<file path="config.mk">
export PLATFORM = sky130hd
export DESIGN_NAME = instr_stream_encoder
export DESIGN_NICKNAME = d
export VERILOG_FILES = /design/src/rtl/instr_enc_pkg.sv /design/src/rtl/instr_word_pack.sv /design/src/rtl/instr_stream_encoder.sv
export SDC_FILE = /design/constraint.sdc
export NUM_CORES = 1
export LEC_CHECK = 0
export ABC_AREA = 0
export ABC_CLOCK_PERIOD_IN_PS = 2150
export CORE_ASPECT_RATIO = 0.7
export CORE_MARGIN = 5
export CORE_UTILIZATION = 44
export CTS_CLUSTER_DIAMETER = 200
export DETAILED_ROUTE_END_ITERATION = 7
export HOLD_SLACK_MARGIN = 0.02
export PLACE_DENSITY = 0.81
export SLEW_MARGIN = 20
export SYNTH_ARGS = -nofsm -noshare
export SYNTH_HDL_FRONTEND = slang
export SYNTH_HIERARCHICAL = 1
export SYNTH_SLANG_ARGS = --single-unit
</file>
<file path="constraint.sdc">
create_clock -name clk -period 2.15 [get_ports clk]
set_clock_uncertainty 0.15 [all_clocks]
set_input_delay 0.5375 -clock clk [delete_from_list [all_inputs] [get_ports clk]]
set_output_delay 0.5375 -clock clk [all_outputs]
set_load 0.02 [all_outputs]
</file>
<file path="src/rtl/instr_enc_pkg.sv">
// Shared types and encoding constants for the instruction stream encoder.
package instr_enc_pkg;

  typedef enum logic [3:0] {
    OP_ADD  = 4'd0,  OP_SUB  = 4'd1,  OP_AND  = 4'd2,  OP_OR   = 4'd3,
    OP_SLT  = 4'd4,  OP_SLTO = 4'd5,  OP_XORI = 4'd6,  OP_SLTI = 4'd7,
    OP_ANDI = 4'd8,  OP_LUI  = 4'd9,  OP_LW   = 4'd10, OP_SW   = 4'd11,
    OP_BEQ  = 4'd12, OP_J    = 4'd13, OP_NOP  = 4'd14, OP_ILL  = 4'd15
  } op_e;

  typedef enum logic [1:0] {S_IDLE, S_LOAD, S_DRAIN, S_DONE} state_e;

  localparam logic [5:0] OPC_RTYPE = 6'b000100;
  localparam logic [5:0] OPC_SLTO  = 6'b000111;
  localparam logic [5:0] OPC_XORI  = 6'b001001;
  localparam logic [5:0] OPC_SLTI  = 6'b001000;
  localparam logic [5:0] OPC_ANDI  = 6'b000110;
  localparam logic [5:0] OPC_LUI   = 6'b000101;
  localparam logic [5:0] OPC_LW    = 6'b000000;
  localparam logic [5:0] OPC_SW    = 6'b000001;
  localparam logic [5:0] OPC_BEQ   = 6'b000010;
  localparam logic [5:0] OPC_J     = 6'b000011;

  localparam logic [5:0] FN_ADD = 6'b100000;
  localparam logic [5:0] FN_SUB = 6'b100010;
  localparam logic [5:0] FN_AND = 6'b100100;
  localparam logic [5:0] FN_OR  = 6'b100101;
  localparam logic [5:0] FN_SLT = 6'b101010;

  localparam logic [31:0] NOP_WORD = 32'h1000_0000;

  function automatic logic [31:0] r_form(input logic [5:0] opc, input logic [4:0] rs,
                                         input logic [4:0] rt, input logic [4:0] rd,
                                         input logic [5:0] fn);
    return {opc, rs, rt, rd, 5'b0, fn};
  endfunction

  function automatic logic [31:0] i_form(input logic [5:0] opc, input logic [4:0] rs,
                                         input logic [4:0] rt, input logic [15:0] imm);
    return {opc, rs, rt, imm};
  endfunction

endpackage

</file>
<file path="src/rtl/instr_word_pack.sv">
// Combinational encoder: symbolic op + fields -> 32-bit instruction word.
module instr_word_pack
  import instr_enc_pkg::*;
(
  input  logic [3:0]  op,
  input  logic [4:0]  rs,
  input  logic [4:0]  rt,
  input  logic [4:0]  rd,
  input  logic [15:0] imm,
  input  logic [25:0] target,
  output logic [31:0] word,
  output logic        illegal,
  output logic        is_branch
);

  always_comb begin
    word      = 32'h0;
    illegal   = 1'b0;
    is_branch = 1'b0;
    case (op)
      OP_ADD:  word = r_form(OPC_RTYPE, rs, rt, rd, FN_ADD);
      OP_SUB:  word = r_form(OPC_RTYPE, rs, rt, rd, FN_SUB);
      OP_AND:  word = r_form(OPC_RTYPE, rs, rt, rd, FN_AND);
      OP_OR:   word = r_form(OPC_RTYPE, rs, rt, rd, FN_OR);
      OP_SLT:  word = r_form(OPC_RTYPE, rs, rt, rd, FN_SLT);
      OP_SLTO: word = r_form(OPC_SLTO,  rs, rt, rd, 6'b0);
      OP_XORI: word = i_form(OPC_XORI, rs, rt, imm);
      OP_SLTI: word = i_form(OPC_SLTI, rs, rt, imm);
      OP_ANDI: word = i_form(OPC_ANDI, rs, rt, imm);
      // LUI has no source register; the decoder expects rs=0.
      OP_LUI:  word = i_form(OPC_LUI, 5'd0, rt, imm);
      OP_LW:   word = i_form(OPC_LW, rs, rt, imm);
      OP_SW:   word = i_form(OPC_SW, rs, rt, imm);
      OP_BEQ: begin
        word      = i_form(OPC_BEQ, rs, rt, imm);
        is_branch = 1'b1;
      end
      OP_J: begin
        word      = {OPC_J, target};
        is_branch = 1'b1;
      end
      OP_NOP:  word = NOP_WORD;
      default: illegal = 1'b1;
    endcase
  end

endmodule

</file>
<file path="src/rtl/instr_stream_encoder.sv">
// Program loader: encodes symbolic requests and streams them into instruction memory.
// Optional NOP padding after BEQ/J is enabled by defining INSTR_ENC_NOP_PAD_EN.
module instr_stream_encoder
  import instr_enc_pkg::*;
#(
  parameter int AW      = 6,
  parameter int NOP_PAD = 2
) (
  input  logic          clk,
  input  logic          reset,
  input  logic          load_start,
  input  logic [AW-1:0] base_addr,
  input  logic          load_done,
  input  logic          req_valid,
  output logic          req_ready,
  input  logic [3:0]    req_op,
  input  logic [4:0]    req_rs,
  input  logic [4:0]    req_rt,
  input  logic [4:0]    req_rd,
  input  logic [15:0]   req_imm,
  input  logic [25:0]   req_target,
  output logic          imem_we,
  input  logic          imem_wready,
  output logic [AW-1:0] imem_addr,
  output logic [31:0]   imem_wdata,
  output logic          busy,
  output logic          done,
  output logic          full,
  output logic          err_illegal
);

  localparam logic [AW-1:0] LAST = {AW{1'b1}};

  state_e        state_q;
  logic          out_vld_q;
  logic [31:0]   out_word_q;
  logic [AW-1:0] addr_q;
  logic          full_q;
  logic          err_q;

  logic [31:0] enc_word;
  logic        enc_ill;
  logic        enc_br;

  instr_word_pack u_pack (
    .op        (req_op),
    .rs        (req_rs),
    .rt        (req_rt),
    .rd        (req_rd),
    .imm       (req_imm),
    .target    (req_target),
    .word      (enc_word),
    .illegal   (enc_ill),
    .is_branch (enc_br)
  );

  logic wr_fire, at_last, room, pad_block, accept;

  assign wr_fire = out_vld_q && imem_wready;
  assign at_last = (addr_q == LAST);
  // A word pending at the last address leaves no slot to refill into.
  assign room    = !out_vld_q || (imem_wready && !at_last);

`ifdef INSTR_ENC_NOP_PAD_EN
  logic       out_br_q;
  logic [7:0] pad_cnt_q;
  assign pad_block = (pad_cnt_q != 8'd0) || (out_vld_q && out_br_q);
`else
  logic unused_pad;
  assign unused_pad = enc_br ^ (NOP_PAD != 0);
  assign pad_block  = 1'b0;
`endif

  assign req_ready = (state_q == S_LOAD) && !full_q && room && !pad_block;
  assign accept    = req_valid && req_ready;

  assign imem_we     = out_vld_q;
  assign imem_addr   = addr_q;
  assign imem_wdata  = out_word_q;
  assign busy        = (state_q == S_LOAD) || (state_q == S_DRAIN);
  assign done        = (state_q == S_DONE);
  assign full        = full_q;
  assign err_illegal = err_q;

  always_ff @(posedge clk) begin
    if (reset) begin
      state_q    <= S_IDLE;
      out_vld_q  <= 1'b0;
      out_word_q <= 32'h0;
      addr_q     <= '0;
      full_q     <= 1'b0;
      err_q      <= 1'b0;
`ifdef INSTR_ENC_NOP_PAD_EN
      out_br_q   <= 1'b0;
      pad_cnt_q  <= 8'd0;
`endif
    end else begin
      if (wr_fire) begin
        out_vld_q <= 1'b0;
        if (at_last) full_q <= 1'b1;
        else         addr_q <= addr_q + 1'b1;
`ifdef INSTR_ENC_NOP_PAD_EN
        if (out_br_q && !at_last) pad_cnt_q <= 8'(NOP_PAD);
`endif
      end

      if (accept) begin
        if (enc_ill) err_q <= 1'b1;
        else begin
          out_vld_q  <= 1'b1;
          out_word_q <= enc_word;
`ifdef INSTR_ENC_NOP_PAD_EN
          out_br_q   <= enc_br;
`endif
        end
      end

`ifdef INSTR_ENC_NOP_PAD_EN
      if (full_q) pad_cnt_q <= 8'd0;
      else if (pad_cnt_q != 8'd0 && (!out_vld_q || (wr_fire && !at_last))) begin
        out_vld_q  <= 1'b1;
        out_word_q <= NOP_WORD;
        out_br_q   <= 1'b0;
        pad_cnt_q  <= pad_cnt_q - 8'd1;
      end
`endif

      case (state_q)
        S_IDLE, S_DONE: if (load_start) begin
          state_q   <= S_LOAD;
          addr_q    <= base_addr;
          full_q    <= 1'b0;
          err_q     <= 1'b0;
          out_vld_q <= 1'b0;
        end
        S_LOAD:  if (load_done) state_q <= S_DRAIN;
        S_DRAIN: begin
`ifdef INSTR_ENC_NOP_PAD_EN
          if (!out_vld_q && pad_cnt_q == 8'd0) state_q <= S_DONE;
`else
          if (!out_vld_q) state_q <= S_DONE;
`endif
        end
        default: state_q <= S_IDLE;
      endcase
    end
  end

endmodule

</file>
==> impl_results.md <==
- Post-route ant nets: 0
- Slew Limit Fails: 0
- Initial antenna violation count: 0
- Multi-input logic area: 0.00187 sq mm
- Setup violation total in the final timing report: 0
- Area of the mapped netlist: 0.00296 sq mm
- # diodes: 0
- Row count: 25
- Iteration count of the initial detailed-routing pass: 4
- Final nets: 574
- Share of the clock period used by the worst path: 0.981
- Core Region: 0.00666 sq mm
- Max Cap Viol: 0
- I/O Buffers: 116
- Startpoint Class: input port
- CTS buffer count: 5
- Pleak: 1.69 nW
- Cells after Synth: 361
- Setup bufs post-CTS: 0
- Unrepaired setup endpoints after global routing: no
- Share of cells above drive strength 1: 0.135
- FF-to-FF End: imem_wdata[12]
- Reg area: 862 sq um
- DIE HEIGHT: 78.7 um
- Final Critical Period: 2110 ps
- DRC Markers: 0
- RR Startpoint: state_q[1]
- Starting Density: 0.445
- Fin cells: 592
- Drt first-iter violations: 240
- Filler instances: 574
- GPL Wtd Cong: 0.842
- Clk_lat worst skew: 290 ps
- Pwr Density: 632 mW/mm^2
- Vias in the first global route: 3,040
- Global route total overflow: 0
- H-Tree Level Count: 2
- I/O Pins: 117
- Util after Layout: 0.674
- Wire per inst: 15.3 um
- # hold bufs at CTS: 0
- Clock buffer depth: 2
- Root Driver: clkbuf_8
- Hold/Removal Path Class: flip-flop to flip-flop
- Status: complete, no violations
- Largest net degree at the start of global routing: 37
- Clk pin slew, worst setup/hold paths: 80 ps
- First-pass GRT wire length: 14,700 um
- Critical Path Sink Type: primary output
- Width of the die: 108 um
- Area growth syn-to-layout: 51.6%
- R2R Setup Slk: 260 ps
- Hold slack: 326 ps
- Final WL: 9080 um
- Die Area: 0.00850 sq mm
- Worst setup path start: imem_wready
- Peak VDD IR: 0.000434 V
- Final Hold Viols: 0
- FMAX: 0.474 GHz
- Crit path kind: input port to primary output
- Mapped Avg Cell Area: 8.21 sq um
- Vias: 3,075
- CP Max Fanout: 2
- Total track usage: 0.213
- Crit path DAT: 1420 ps
- Dpl hpwl: 7040 um
- WP data required: 1460 ps
- Critical Path Sink: req_ready
- Routed vias/inst: 5.19
- YS warnings: 6
- CTS Sinks: 43
- R2R depth: 8
- CTS tree: yes
- Cells after DPL: 584
[worst max-delay path: stages]
cell and delay [ps]:
clkdlybuf4s50_1 430, o221a_4 290, buf_2 160
[stage by stage]
| stage | setup TNS (ps) | setup slack, ps | power [mW] | area (sq um) |
|---|---|---|---|---|
| 6_report | 0 | 40.8 | 2.84 | 4490 |
| 5_1_grt | 0 | 5.37 | 3.01 | 4490 |
| 4_1_cts | 0 | 14.8 | 2.86 | 4490 |
| 3_5_place_dp | -4610 | -368 | 2.36 | 4410 |
| 3_3_place_gp | -3500 | -362 | 2.32 | 4410 |
| 2_1_floorplan | 0 | 135 | 1.72 | 2970 |
[registers in the layout, summed over array words and instances, names as in the netlist]
register / flops
imem_wdata: 32
imem_addr: 6
state_q: 2
err_illegal: 1
full: 1
imem_we: 1
[routing by layer]
layer  GRT usage  part of all wire  vias to the layer above
met4      0.0643             0.015                        0
met1       0.282              0.47                     1431
li1            -                 -                     1530
met3      0.0403             0.060                       10
met5           0                 0                        -
met2       0.352              0.46                      104
[worst min-delay path by stage]
stage                   start              to  slack [ps]  cells past startpoint
5_1_grt        imem_wdata[24]  imem_wdata[24]         360                      2
6_report       imem_wdata[24]  imem_wdata[24]         330                      2
4_1_cts        imem_wdata[24]  imem_wdata[24]         330                      2
2_1_floorplan      state_q[1]      state_q[1]         360                      2
3_5_place_dp   imem_wdata[24]  imem_wdata[24]         310                      2
3_3_place_gp   imem_wdata[25]  imem_wdata[25]         310                      2
[cell usage in the layout, fill, tap and decap left out, drive strengths merged, types with 2 or more instances in the layout]
master and count:
and3b 2, o21ai 36, ha 4, dfxtp 43, conb 2, nand4 7, nor2b 15, buf 44
clkdlybuf4s50 111, and2 2, nand3 13, inv 10, a21oi 7, a31oi 14, a22oi 6, nand2b 68
nor2 18, xor2 4, o211ai 5, a211oi 6, mux2i 33, nand2 14, and2b 3, o31ai 5
and3 2, clkbuf 6
[what timing repair did]
action | in CTS | in global routing
gates resized for setup | 8 | 3
cloned | 0 | 0
pin swaps | 0 | 0
endpoints found under the setup margin | 3 | 3
[area by class of cell]
class,count,share of cell area
clock buffers,6,0.0162
clock inverters,2,0.00279
inverters,10,0.00836
multi-input cells,279,0.416
flip-flops and latches,43,0.192
well taps,94,0.0262
repair buffers,158,0.338
[power by group]
| part | total (mW) | internal (mW) | switching, mW | leakage [nW] |
|---|---|---|---|---|
| Clock | 0.509 | 0.227 | 0.281 | 0.0412 |
| Combinational | 1.35 | 0.704 | 0.644 | 1.30 |
| Sequential | 0.980 | 0.906 | 0.0740 | 0.350 |
Power figures use the tool's default switching activity.
